**src/rtl/lidar_pkg.sv**
```systemverilog
// Shared constants, command encoding and tx-state codes for the LiDAR scan responder.
// The GET_HEALTH path is built only when LIDAR_HEALTH_EN is defined.
package lidar_pkg;

  localparam logic [7:0] SyncByte         = 8'hA5;
  localparam logic [7:0] SyncByte2        = 8'h5A;
  localparam logic [7:0] CmdScanByte      = 8'h60;
  localparam logic [7:0] CmdForceScanByte = 8'h61;
  localparam logic [7:0] CmdStopByte      = 8'h65;
  localparam logic [7:0] CmdResetByte     = 8'h80;
  localparam logic [7:0] CmdHealthByte    = 8'h52;
  localparam logic [7:0] AnsTypeMeas      = 8'h81;

  localparam int unsigned ScanDescLen = 7;
  localparam int unsigned PktLen      = 5;
  localparam int unsigned HealthLen   = 10;

  // Byte 0 is the most significant byte of each constant.
  localparam logic [55:0] ScanDesc = {SyncByte, SyncByte2, 8'h05, 8'h00, 8'h00, 8'h40,
                                      AnsTypeMeas};
  localparam logic [79:0] HealthResp = {SyncByte, SyncByte2, 8'h03, 8'h00, 8'h00, 8'h00,
                                        8'h06, 8'h00, 8'h00, 8'h00};

  localparam logic [3:0] StIdle       = 4'd0;
  localparam logic [3:0] StDescLoad   = 4'd1;
  localparam logic [3:0] StDescWait   = 4'd2;
  localparam logic [3:0] StSampleWait = 4'd3;
  localparam logic [3:0] StPktLoad    = 4'd4;
  localparam logic [3:0] StPktWait    = 4'd5;
  localparam logic [3:0] StHealthLoad = 4'd6;
  localparam logic [3:0] StHealthWait = 4'd7;

  typedef enum logic [2:0] {
    CmdNone,
    CmdStart,
    CmdStop,
    CmdReset,
    CmdHealth
  } cmd_e;

  function automatic logic [7:0] scan_desc_byte(input logic [3:0] idx);
    logic [55:0] sh;
    sh = ScanDesc << {idx, 3'b000};
    return sh[55:48];
  endfunction

  function automatic logic [7:0] health_byte(input logic [3:0] idx);
    logic [79:0] sh;
    sh = HealthResp << {idx, 3'b000};
    return sh[79:72];
  endfunction

endpackage

```
**src/rtl/lidar_cmd_parser.sv**
```systemverilog
// Two-byte host command parser: 0xA5 sync, then command byte, with a resync timeout.
// Emits one-cycle command and error strobes; 0x52 decodes only with LIDAR_HEALTH_EN.
module lidar_cmd_parser
  import lidar_pkg::*;
#(
  parameter int unsigned SYNC_TIMEOUT_CYCLES = 100000
) (
  input  logic       clk,
  input  logic       rst,
  input  logic [7:0] rx_data,
  input  logic       rx_valid,
  output logic       cmd_valid,
  output cmd_e       cmd,
  output logic       cmd_error
);

  localparam int unsigned TmrW = $clog2(SYNC_TIMEOUT_CYCLES + 1);
  localparam logic [TmrW-1:0] TmrLast = TmrW'(SYNC_TIMEOUT_CYCLES - 1);

  localparam logic PsWaitSync = 1'b0;
  localparam logic PsWaitCmd  = 1'b1;

  logic            state_q, state_d;
  logic [TmrW-1:0] tmr_q, tmr_d;
  logic            valid_d, err_d;
  cmd_e            cmd_d;

  always_comb begin
    state_d = state_q;
    tmr_d   = tmr_q;
    valid_d = 1'b0;
    err_d   = 1'b0;
    cmd_d   = CmdNone;
    if (state_q == PsWaitSync) begin
      if (rx_valid && (rx_data == SyncByte)) begin
        state_d = PsWaitCmd;
        tmr_d   = '0;
      end
    end else if (rx_valid) begin
      tmr_d = '0;
      if (rx_data != SyncByte) begin
        state_d = PsWaitSync;
        case (rx_data)
          CmdScanByte, CmdForceScanByte: begin valid_d = 1'b1; cmd_d = CmdStart; end
          CmdStopByte:                   begin valid_d = 1'b1; cmd_d = CmdStop;  end
          CmdResetByte:                  begin valid_d = 1'b1; cmd_d = CmdReset; end
`ifdef LIDAR_HEALTH_EN
          CmdHealthByte:                 begin valid_d = 1'b1; cmd_d = CmdHealth; end
`endif
          default:                       err_d = 1'b1;
        endcase
      end
    end else if (tmr_q == TmrLast) begin
      state_d = PsWaitSync;
      err_d   = 1'b1;
    end else begin
      tmr_d = tmr_q + 1'b1;
    end
  end

  always_ff @(posedge clk or posedge rst) begin
    if (rst) begin
      state_q   <= PsWaitSync;
      tmr_q     <= '0;
      cmd_valid <= 1'b0;
      cmd       <= CmdNone;
      cmd_error <= 1'b0;
    end else begin
      state_q   <= state_d;
      tmr_q     <= tmr_d;
      cmd_valid <= valid_d;
      cmd       <= cmd_d;
      cmd_error <= err_d;
    end
  end

endmodule

```
**src/rtl/lidar_scan_responder.sv**
```systemverilog
// LiDAR-side scan responder: answers SCAN with the descriptor, then streams 5-byte packets.
// Optional GET_HEALTH answer is enabled by defining LIDAR_HEALTH_EN.
module lidar_scan_responder
  import lidar_pkg::*;
#(
  parameter int unsigned SYNC_TIMEOUT_CYCLES = 100000,
  parameter int unsigned CNT_W               = 16
) (
  input  logic             clk_in,
  input  logic             rst_in,
  input  logic [7:0]       rx_data_in,
  input  logic             rx_valid_in,
  input  logic             tx_done_in,
  output logic [7:0]       tx_data_out,
  output logic             tx_start_out,
  input  logic             sample_valid_in,
  output logic             sample_ready_out,
  input  logic [14:0]      angle_in,
  input  logic [15:0]      distance_in,
  input  logic [5:0]       quality_in,
  input  logic             new_scan_in,
  output logic             scanning_out,
  output logic             cmd_error_out,
  output logic [CNT_W-1:0] packets_sent_out
);

  logic cmd_valid;
  cmd_e cmd;

  lidar_cmd_parser #(
    .SYNC_TIMEOUT_CYCLES(SYNC_TIMEOUT_CYCLES)
  ) u_parser (
    .clk      (clk_in),
    .rst      (rst_in),
    .rx_data  (rx_data_in),
    .rx_valid (rx_valid_in),
    .cmd_valid(cmd_valid),
    .cmd      (cmd),
    .cmd_error(cmd_error_out)
  );

  logic             start_cmd, stop_cmd, reset_cmd;
  logic [3:0]       state_q, state_d;
  logic [3:0]       idx_q, idx_d;
  logic [39:0]      pkt_q, pkt_d;
  logic [CNT_W-1:0] pkts_q, pkts_d;
  logic             pend_stop_q, pend_stop_d;
  logic             pend_clr_q, pend_clr_d;
  logic [39:0]      pkt_sh;

  assign start_cmd = cmd_valid && (cmd == CmdStart);
  assign reset_cmd = cmd_valid && (cmd == CmdReset);
  assign stop_cmd  = cmd_valid && ((cmd == CmdStop) || (cmd == CmdReset));

  always_comb begin
    state_d     = state_q;
    idx_d       = idx_q;
    pkt_d       = pkt_q;
    pkts_d      = pkts_q;
    pend_stop_d = pend_stop_q | stop_cmd;
    pend_clr_d  = pend_clr_q | reset_cmd;
    case (state_q)
      StIdle: begin
        // A stop that lands in IDLE only has to apply its counter clear.
        if (pend_stop_q) begin
          pend_stop_d = stop_cmd;
          pend_clr_d  = reset_cmd;
          if (pend_clr_q) pkts_d = '0;
        end
        if (start_cmd) begin
          state_d = StDescLoad;
          idx_d   = '0;
        end
`ifdef LIDAR_HEALTH_EN
        else if (cmd_valid && (cmd == CmdHealth)) begin
          state_d = StHealthLoad;
          idx_d   = '0;
        end
`endif
      end
      StDescLoad: state_d = StDescWait;
      StDescWait: begin
        if (tx_done_in) begin
          if (idx_q == 4'(ScanDescLen - 1)) begin
            state_d = StSampleWait;
          end else begin
            idx_d   = idx_q + 4'd1;
            state_d = StDescLoad;
          end
        end
      end
      StSampleWait: begin
        if (pend_stop_q) begin
          state_d = StIdle;
        end else if (sample_valid_in) begin
          pkt_d   = {quality_in, ~new_scan_in, new_scan_in, angle_in[6:0], 1'b1,
                     angle_in[14:7], distance_in[7:0], distance_in[15:8]};
          idx_d   = '0;
          state_d = StPktLoad;
        end
      end
      StPktLoad: state_d = StPktWait;
      StPktWait: begin
        if (tx_done_in) begin
          if (idx_q == 4'(PktLen - 1)) begin
            pkts_d  = pkts_q + CNT_W'(1);
            state_d = StSampleWait;
          end else begin
            idx_d   = idx_q + 4'd1;
            state_d = StPktLoad;
          end
        end
      end
`ifdef LIDAR_HEALTH_EN
      StHealthLoad: state_d = StHealthWait;
      StHealthWait: begin
        if (tx_done_in) begin
          if (idx_q == 4'(HealthLen - 1)) begin
            state_d = StIdle;
          end else begin
            idx_d   = idx_q + 4'd1;
            state_d = StHealthLoad;
          end
        end
      end
`endif
      default: state_d = StIdle;
    endcase
  end

  always_ff @(posedge clk_in or posedge rst_in) begin
    if (rst_in) begin
      state_q     <= StIdle;
      idx_q       <= '0;
      pkt_q       <= '0;
      pkts_q      <= '0;
      pend_stop_q <= 1'b0;
      pend_clr_q  <= 1'b0;
    end else begin
      state_q     <= state_d;
      idx_q       <= idx_d;
      pkt_q       <= pkt_d;
      pkts_q      <= pkts_d;
      pend_stop_q <= pend_stop_d;
      pend_clr_q  <= pend_clr_d;
    end
  end

  // Outputs decode straight from state so an asynchronous reset clears them immediately.
  always_comb begin
    pkt_sh       = pkt_q << {idx_q, 3'b000};
    tx_data_out  = 8'h00;
    tx_start_out = 1'b0;
    scanning_out = 1'b0;
    case (state_q)
      StDescLoad, StDescWait: begin
        tx_data_out  = scan_desc_byte(idx_q);
        tx_start_out = (state_q == StDescLoad);
        scanning_out = 1'b1;
      end
      StPktLoad, StPktWait: begin
        tx_data_out  = pkt_sh[39:32];
        tx_start_out = (state_q == StPktLoad);
        scanning_out = 1'b1;
      end
      StSampleWait: scanning_out = 1'b1;
`ifdef LIDAR_HEALTH_EN
      StHealthLoad, StHealthWait: begin
        tx_data_out  = health_byte(idx_q);
        tx_start_out = (state_q == StHealthLoad);
      end
`endif
      default: ;
    endcase
  end

  assign sample_ready_out = (state_q == StSampleWait) && !pend_stop_q;
  assign packets_sent_out = pkts_q;

endmodule

```
**config.mk**
```make
export PLATFORM = sky130hd
export DESIGN_NAME = lidar_scan_responder
export DESIGN_NICKNAME = d
export VERILOG_FILES = /design/src/rtl/lidar_pkg.sv /design/src/rtl/lidar_cmd_parser.sv /design/src/rtl/lidar_scan_responder.sv
export SDC_FILE = /design/constraint.sdc
export NUM_CORES = 1
export LEC_CHECK = 0
export CAP_MARGIN = 10
export CORE_ASPECT_RATIO = 2
export CORE_MARGIN = 2
export CORE_UTILIZATION = 45
export CTS_CLUSTER_SIZE = 20
export DETAILED_ROUTE_END_ITERATION = 12
export DONT_BUFFER_PORTS = 1
export PLACE_DENSITY = 0.64
export SYNTH_ARGS = -nofsm -noshare
export SYNTH_HDL_FRONTEND = slang
export SYNTH_SLANG_ARGS = --single-unit
```
**constraint.sdc**
```tcl
create_clock -name clk_in -period 4.55 [get_ports clk_in]
set_input_delay 0.91 -clock clk_in [delete_from_list [all_inputs] [get_ports clk_in]]
set_output_delay 0.91 -clock clk_in [all_outputs]
set_load 0.05 [all_outputs]
```
Yosys cells after proc, flatten, opt, wreduce, memory -nomap -nowiden
Cells that the tools add are included.

word-level totals
  flip-flop bits (word level) = 89
  input bits = 51
  output and inout port bits = 28
  logic and storage cells = 120

operators by class
  add/subtract/negate cells = 3
  eq/ne operators = 29
  shift-type cells = 2
  mux-type cells = 50
  bitwise gates (word level) = 4
  reductions and logical operators = 21

operator list
  kind                     number
  $mux W17                 4
  $mux W16                 4
  $shl A56 B7 Y56 const A  1
  $mux W4                  12
  $shl A40 B7 Y40          1
  $pmux W16 S2             1
  $eq A8 B7 Y1 const B     3
  $pmux W4 S6              1
  $ne A2 B2 Y1 const B     10
  $mux W1                  19
  $add A17 B1 Y17 const B  1
  $eq A17 B17 Y1 const B   1
  $add A16 B1 Y16 const B  1
  $eq A4 B3 Y1 const B     4
  $eq A8 B8 Y1 const B     2
  $pmux W4 S4              1
  $pmux W8 S2              1
  $mux W3                  4
  $eq A4 B2 Y1 const B     2
  $ne A8 B8 Y1 const B     1
  $reduce_and A8 Y1        1
  $eq A3 B2 Y1 const B     2
  $ne A3 B3 Y1 const B     2
  $pmux W2 S3              1
  other kinds (20)         29

Depth between registers and ports, before layout
Gate-level depths: netlist of the first run.

  depth after elaboration = 6
  mapped depth = 10
  depth with buffers taken out = 7

Cells and area by module
From an unflattened synthesis of the first run, not the netlist that was laid out.

second synthesis, totals
  cell total of the unflattened synthesis = 539
  area total of the unflattened synthesis = 4913.5 sq um

modules (own cells, without submodules)
  module                instances  cells each  area an instance (sq um)  sequential area each (sq um)
  lidar_scan_responder  1          387         3469.6                    1626.6
  lidar_cmd_parser      1          152         1443.9                    550.5

Worst setup path after synthesis of the first run
OpenSTA, ideal clock, no wires.

  path kind = register to output
  start = register idx_q[0]
  end = output port tx_data_out[2]
  data arrival time = 2.338 ns
  data required time = 3.640 ns
  path slack = 1.302 ns
  stages on the path, launching flop included = 7
  buffers on the path = 2
  cells stage by stage = dfrtp_1 clkbuf_1 buf_2 inv_1 ha_1 nor2_1 o32ai_1

between the ends
  word-level cells in the longest chain between the ends = 2
  elaborated cells on any way between the ends = 3
  classes of those cells = shift (2); mux (1)

RTL lines
  what                                                line                                          RTL
  start: declaration                                  lidar_scan_responder.sv:44                    logic [3:0] idx_q, idx_d;
  start signal: assignment                            lidar_scan_responder.sv:141                   idx_q <= idx_d;
  $shl A56 B7 Y56 or $shl A40 B7 Y40 (tied branches)  lidar_pkg.sv:43, lidar_scan_responder.sv:151
  $pmux W8 S2 (*)                                     lidar_scan_responder.sv:155                   case (state_q)
  end: declaration                                    lidar_scan_responder.sv:14                    output logic [7:0] tx_data_out,

Every way passes the cells marked *; elsewhere a longest branch is shown, timed or not.

Final worst setup path of the first run
  start = register idx_q[2]
  end = output port tx_data_out[6]

The elaborated chain is that of the path after synthesis.

==> results of run 1 <==
cells by family (layout without fill, tap and decap cells):
family,count (synthesis),in the layout,synth area share (%)
simple gates,158,158,18.52
compound gates,85,85,13.13
flops,87,87,47.88
buf+inv,27,26,2.449
mux,51,51,14.25
xor+xnor,11,11,2.119
fa+ha+maj,6,6,1.651
registers in the layout, summed over array words and instances (netlist names):
signal,flops
u_parser.cmd_error,1
pkt_q,40
packets_sent_out,16
u_parser.cmd_valid,1
state_q,3
u_parser.state_q,1
pend_stop_q,1
u_parser.tmr_q,17
u_parser.cmd,2
idx_q,4
pend_clr_q,1
routing by layer:
| layer | up-vias | share of wire, % |
|---|---|---|
| met4 | 0 | 2.8 |
| met3 | 20 | 5.8 |
| li1 | 1567 | - |
| met1 | 1642 | 35 |
| met2 | 78 | 56 |
| met5 | - | 0 |
report_power, final:
group          internal [mW]  total [mW]  switching [mW]
Sequential             0.978        1.19           0.210
Combinational          0.432        1.07           0.637
Clock                  0.389       0.700           0.312
Total                   1.80        2.96            1.16
layout make-up:
cell class | count | area share [%]
multi-input combinational | 311 | 45.92
timing repair buffer | 2 | 0.3040
tap | 132 | 3.343
sequential | 87 | 44.07
clock buffer | 11 | 4.914
clock inverter | 5 | 0.8105
inverter | 8 | 0.6332
final timing paths:
check / end / slack (ns) / depth (start not counted)
min in group clk_in: pkt_q[24]$_DFFE_PP0P_ / 0.49 / 1
max reg2reg: packets_sent_out[12]$_DFFE_PP0P_ / 1.60 / 7
max in group asynchronous: pkt_q[20]$_DFFE_PP0P_ / 2.97 / 2
max: tx_data_out[6] / 1.04 / 4
min reg2reg: pkt_q[24]$_DFFE_PP0P_ / 0.49 / 1
min: u_parser.cmd_error$_DFF_PP0_ / 0.48 / 1
placed cells by master, fill, tap and decap left out, types with 4 or more instances in the layout:
master / synthesis / layout
nand2b_1: 8 / 8
o21ai_1: 1 / 4
mux2_2: 40 / 40
a21oi_1: 14 / 14
o31ai_1: 8 / 8
and3_1: 10 / 10
nor3_1: 15 / 15
xor2_1: 4 / 4
nand4_1: 8 / 8
dfrtp_1: 87 / 87
nand3_1: 22 / 22
clkbuf_16: 0 / 9
a22oi_1: 4 / 4
a211o_1: 7 / 7
ha_1: 6 / 6
nor2b_1: 6 / 6
mux4_2: 7 / 7
o21ai_0: 21 / 18
a22o_1: 5 / 5
mux2i_1: 4 / 4
xnor2_1: 7 / 7
inv_1: 8 / 7
nand2_1: 39 / 38
nor2_1: 19 / 19
and2_1: 7 / 7
worst register-to-register path, cell delays in order (launching register included):
cell      delay, ns
dfrtp_1        0.64
inv_1          0.23
ha_1           0.26
nand3b_1       0.25
a221oi_4       0.69
nand3_1        0.21
or4_1          0.43
a21oi_1        0.16
==> metrics.csv, run 1 <==
metric,value,unit
hold_viol,0,
grt_max_degree,58,
syn_avg_cell_area,10.70,um^2
synth.most_common_cell,dfrtp_1,
cts_hold_buf,0,
synth_cell_types,58,
post-route-drc-count,0,
drt_iter0_markers,197,
dr.pass1.iters,4,
synth_common_cells,"87 x dfrtp_1, 40 x mux2_2, 39 x nand2_1",
grt_util_met1,21.16,%
synth_ff_type,dfrtp_1,
vias,3307,
grtUsageMet2,35.83,%
gr-usage-met3,5.383,%
dp_hpwl,7494,um
antenna_cells,0,
synth-edff-count,0,
powerDensity,598.8,mW/mm^2
die_w,75.08,um
die_area,0.01097,mm^2
seq_area,0.002177,mm^2
busiest_layer,met2,
crit_type,reg -> out,
grt_usage,20.28,%
maxCapViolCount,0,
startpoint_type,flop,
io_pins,79,
slew_viol_final,0,
skew,0.007661,ns
place.gp.congestion,0.8426,
h-tree-depth,3,
power,2.958,mW
setup_viol,0,
cts.sinks,87,
fin_ws,1.043,ns
tightestPinTransition,1.076,ns
ir_drop,0.0003360,V
status,finished clean,
initial_core_util,46.57,%
place_area,0.004657,mm^2
synth_top_area_share,47.88,%
crit_path_start,idx_q[2]$_DFFE_PP0P_,
fin_crit_sh,77.08,%
setup_tns,0,ns
cts-buffers-inserted,9,
drive_gt1_share,17.22,%
holdWs,0.4799,ns
fin_cells,556,
cts_tree,done,
antenna_left,0,
dpl_worst_slack,1.479,ns
fill_cells,904,
die_h,146.2,um
synth_area_leader_cell,dfrtp_1,
required,3.64,ns
cts_root_buffer,clkbuf_16,
antenna_found_initial,0,
fp-row-count,51,
clk_pin_slew_worst_paths,0.06,ns
grt_pass1_wl,16880,um
r2r-start,idx_q[0]$_DFFE_PP0P_,
syn_inst,425,
via_per_inst,5.948,
critPathTopFamily,compound AO/OA/AOI/OAI gates,
nNetsFinal,476,
final_util,50.60,%
worstSetupEndpointType,primary output,
synth_area,0.004547,mm^2
area_delta_synth_final,8.641,%
crit_chain,inv_1 > nor3_1 > a22oi_1 > o21ai_1,
fmaxAchievable,285.1,MHz
cts_resized,0,
drt_wl_total,10190,um
postCtsSetupBuffers,0,
portBuffers,0,
hold_path_class,in -> async,
clockBufferDepth,2,
wl_per_cell,18.32,um
critPathMaxStageDelay,0.85,ns
ys_top_cells_by_area,"dfrtp_1 48%, mux2_2 9.9%, mux4_2 3.5%",
clk-insertion-delay-late,0.35,ns
crit_arrival,2.60,ns
ys_ff_latch,87,
cpMaxStageDelayCell,o21ai_1,
yosysSeqAreaShare,47.88,%
multi_input_area,0.002268,mm^2
period_needed,3.507,ns
crit_buf_inv,1,
yosysWarnings,0,
place.detailed.instances,540,
power_leakage,2.094,nW
design_area,0.004940,mm^2
slew_headroom,27.77,%
syn_nets,482,
core_area,0.009763,mm^2
grt_remaining_overflow,0,
async_flop_share,100.0,%
first_global_vias,3507,
cp_max_fo,15,
rsz0062_at_grt,false,
Note: power is estimated with default switching activity, not from simulation.
==> run 2, diff against run 1 <==
==> constraint.sdc (replaced) <==
create_clock -name clk_in -period 3.47 [get_ports clk_in]
set_input_delay 0.694 -clock clk_in [delete_from_list [all_inputs] [get_ports clk_in]]
set_output_delay 0.694 -clock clk_in [all_outputs]
set_load 0.05 [all_outputs]
==> metrics.csv, run 2 (synthesis results as in run 1) <==
metric,value,unit,change
die_w,75.08,um,unchanged
crit_chain,mux4_2 > a22oi_1 > o32ai_2 > buf_4,,
portBuffers,0,,unchanged
io_pins,79,,unchanged
cts_resized,0,,unchanged
r2r-start,idx_q[0]$_DFFE_PP0P_,,
clk_pin_slew_worst_paths,0.06,ns,about the same
p_sw,1.519,mW,+31%
drt_iter0_markers,150,,-24%
p_sw_share,38.36,%,-0.83 points
final_common_cell,dfrtp_1,,
grt_pass1_wl,16630,um,-1.5%
fmaxAchievable,333.7,MHz,
cts.sinks,87,,unchanged
cts_root_buffer,clkbuf_16,,
drive_gt1_share,19.12,%,+1.9 points
grt_max_degree,45,,-22%
startpoint_type,flop,,
hold_path_class,in -> async,,
largest-register,pkt_q,,
nNetsFinal,486,,+2.1%
mostFrequentLayoutCells,"87 x dfrtp_1, 40 x mux2_2, 38 x nand2_1",,
wl_per_cell,18.16,um,-0.87%
power_leakage,2.147,nW,+2.6%
design_area,0.005016,mm^2,+1.5%
fin_crit_sh,86.35,%,
setup_tns,0,ns,unchanged
crit_arrival,2.30,ns,-0.30 ns
h-tree-depth,3,,unchanged
place_area,0.004732,mm^2,+1.6%
crit_path_start,idx_q[0]$_DFFE_PP0P_,,
crit_type,reg -> out,,
slew_viol_final,0,,unchanged
dpl_worst_slack,0.7837,ns,-0.6948 ns
grt_usage,19.72,%,-0.56 points
setup_viol,0,,unchanged
vias,3332,,+0.76%
busiest_layer,met2,,
slew_headroom,50.21,%,+22 points
grt_util_met1,20.62,%,-0.53 points
grt_remaining_overflow,0,,unchanged
clk-insertion-delay-late,0.34,ns,about the same
antenna_found_initial,0,,unchanged
fin_ws,0.4735,ns,-0.5695 ns
antenna_left,0,,unchanged
critPathMaxStageDelay,0.81,ns,-0.04 ns
die_h,146.2,um,unchanged
fp-row-count,51,,unchanged
skew,0.007530,ns,-0.0001312 ns
required,2.78,ns,-0.86 ns
maxCapViolCount,0,,unchanged
p_comb_share,37.4,%,+1.3 points
area_delta_synth_final,10.32,%,
final_util,51.38,%,+0.78 points
seq_power_share,39.5,%,-0.7 points
dp_hpwl,7688,um,+2.6%
period_needed,2.996,ns,
worstSetupEndpointType,primary output,,
postCtsSetupBuffers,0,,unchanged
clockBufferDepth,2,,unchanged
ir_drop,0.0003960,V,+18%
cts_tree,done,,
post-route-drc-count,0,,unchanged
die_area,0.01097,mm^2,unchanged
powerDensity,789.6,mW/mm^2,+32%
crit_path_end,tx_data_out[2],,
rr_worst_depth,8,,+1
tightestPinTransition,0.7460,ns,-0.3301 ns
cpMaxStageDelayCell,dfrtp_1,,
status,finished clean,,
gr-usage-met3,5.659,%,+0.28 points
largest_reg_flops,40,,unchanged
grtUsageMet2,35.70,%,-0.13 points
initial_core_util,46.57,%,unchanged
rsz0062_at_grt,false,,
dr.pass1.iters,4,,unchanged
antenna_cells,0,,unchanged
ff2ff_setup_slack,0.79,ns,-0.81 ns
drt_wl_total,10280,um,+0.91%
cts-buffers-inserted,9,,unchanged
hold_viol,0,,unchanged
first_global_vias,3441,,-1.9%
p_clk_share,23.1,%,-0.6 points
via_per_inst,5.887,,-1.0%
core_area,0.009763,mm^2,unchanged
place.gp.congestion,0.8306,,-1.4%
cts_hold_buf,0,,unchanged
cp_max_fo,16,,+1
rr_endpoint,packets_sent_out[12]$_DFFE_PP0P_,,
p_int,2.441,mW,+36%
[run 2: cell count changes in the layout (fill, tap and decap cells not counted)]
cell	previous run	this run
buf_4	2	12
clkinv_4	0	2
clkinvlp_4	3	2
inv_6	2	1
[run 2: worst max-delay path: cells and delay by family (launching register included)]
family                 cells  cell delay [ns]
AOI/OAI and AO/OA          2             0.34
muxes                      1             0.60
buffers and inverters      1             0.21
DFF                        1             0.81
[run 2: per-stage QoR]
stage | power, mW | hold WS [ns] | instances
global placement | 3.024 | 0.4505 | 550
finish | 3.961 | 0.3410 | 566
floorplan | 2.694 | 0.4344 | 425
detailed placement | 3.073 | 0.4521 | 550
CTS | 3.993 | 0.3646 | 566
global route | 4.207 | 0.4024 | 566
[run 2: worst min path at each step]
stage / startpoint / endpoint / depth (start not counted) / slack [ns]
floorplan: pkt_q[24]$_DFFE_PP0P_ / pkt_q[24]$_DFFE_PP0P_ / 1 / 0.43
global placement: pkt_q[24]$_DFFE_PP0P_ / pkt_q[24]$_DFFE_PP0P_ / 1 / 0.45
detailed placement: pkt_q[24]$_DFFE_PP0P_ / pkt_q[24]$_DFFE_PP0P_ / 1 / 0.45
CTS: rst_in / u_parser.state_q$_DFF_PP0_ / 1 / 0.36
global route: rst_in / state_q[0]$_DFFE_PP0P_ / 1 / 0.40
finish: rst_in / u_parser.cmd_valid$_DFF_PP0_ / 1 / 0.34
[run 2: metal layers]
layer	part of all wire (%)	up-vias
met5	0	-
met4	1.9	0
met3	4.9	15
met2	56	65
met1	37	1660
li1	-	1592
[run 2: power groups by stage]
stage          registers [mW]  clock network, mW  logic (mW)
6_report                 1.56              0.913        1.48
5_1_grt                  1.61              0.989        1.61
4_1_cts                  1.56              0.935        1.49
3_5_place_dp             1.58                  0        1.49
3_3_place_gp             1.57                  0        1.45
2_1_floorplan            1.43                  0        1.27
[run 2: final cells by class]
type	count	area [um^2]
tap	132	165.2
inverter	8	31.28
multi-input combinational	311	2268
timing repair buffer	12	90.09
sequential	87	2177
clock buffer	11	242.7
fill	874	4747
clock inverter	5	41.29
==> run 3, diff against run 2 <==
--- a/config.mk
+++ b/config.mk
@@ -12,6 +12,7 @@
 export CTS_CLUSTER_SIZE = 20
 export DETAILED_ROUTE_END_ITERATION = 12
 export DONT_BUFFER_PORTS = 1
+export HOLD_SLACK_MARGIN = 0.03
 export PLACE_DENSITY = 0.64
 export SYNTH_ARGS = -nofsm -noshare
 export SYNTH_HDL_FRONTEND = slang
==> results of run 3 <==
The final DEF is identical to that of run 2; final timing and power are the same.
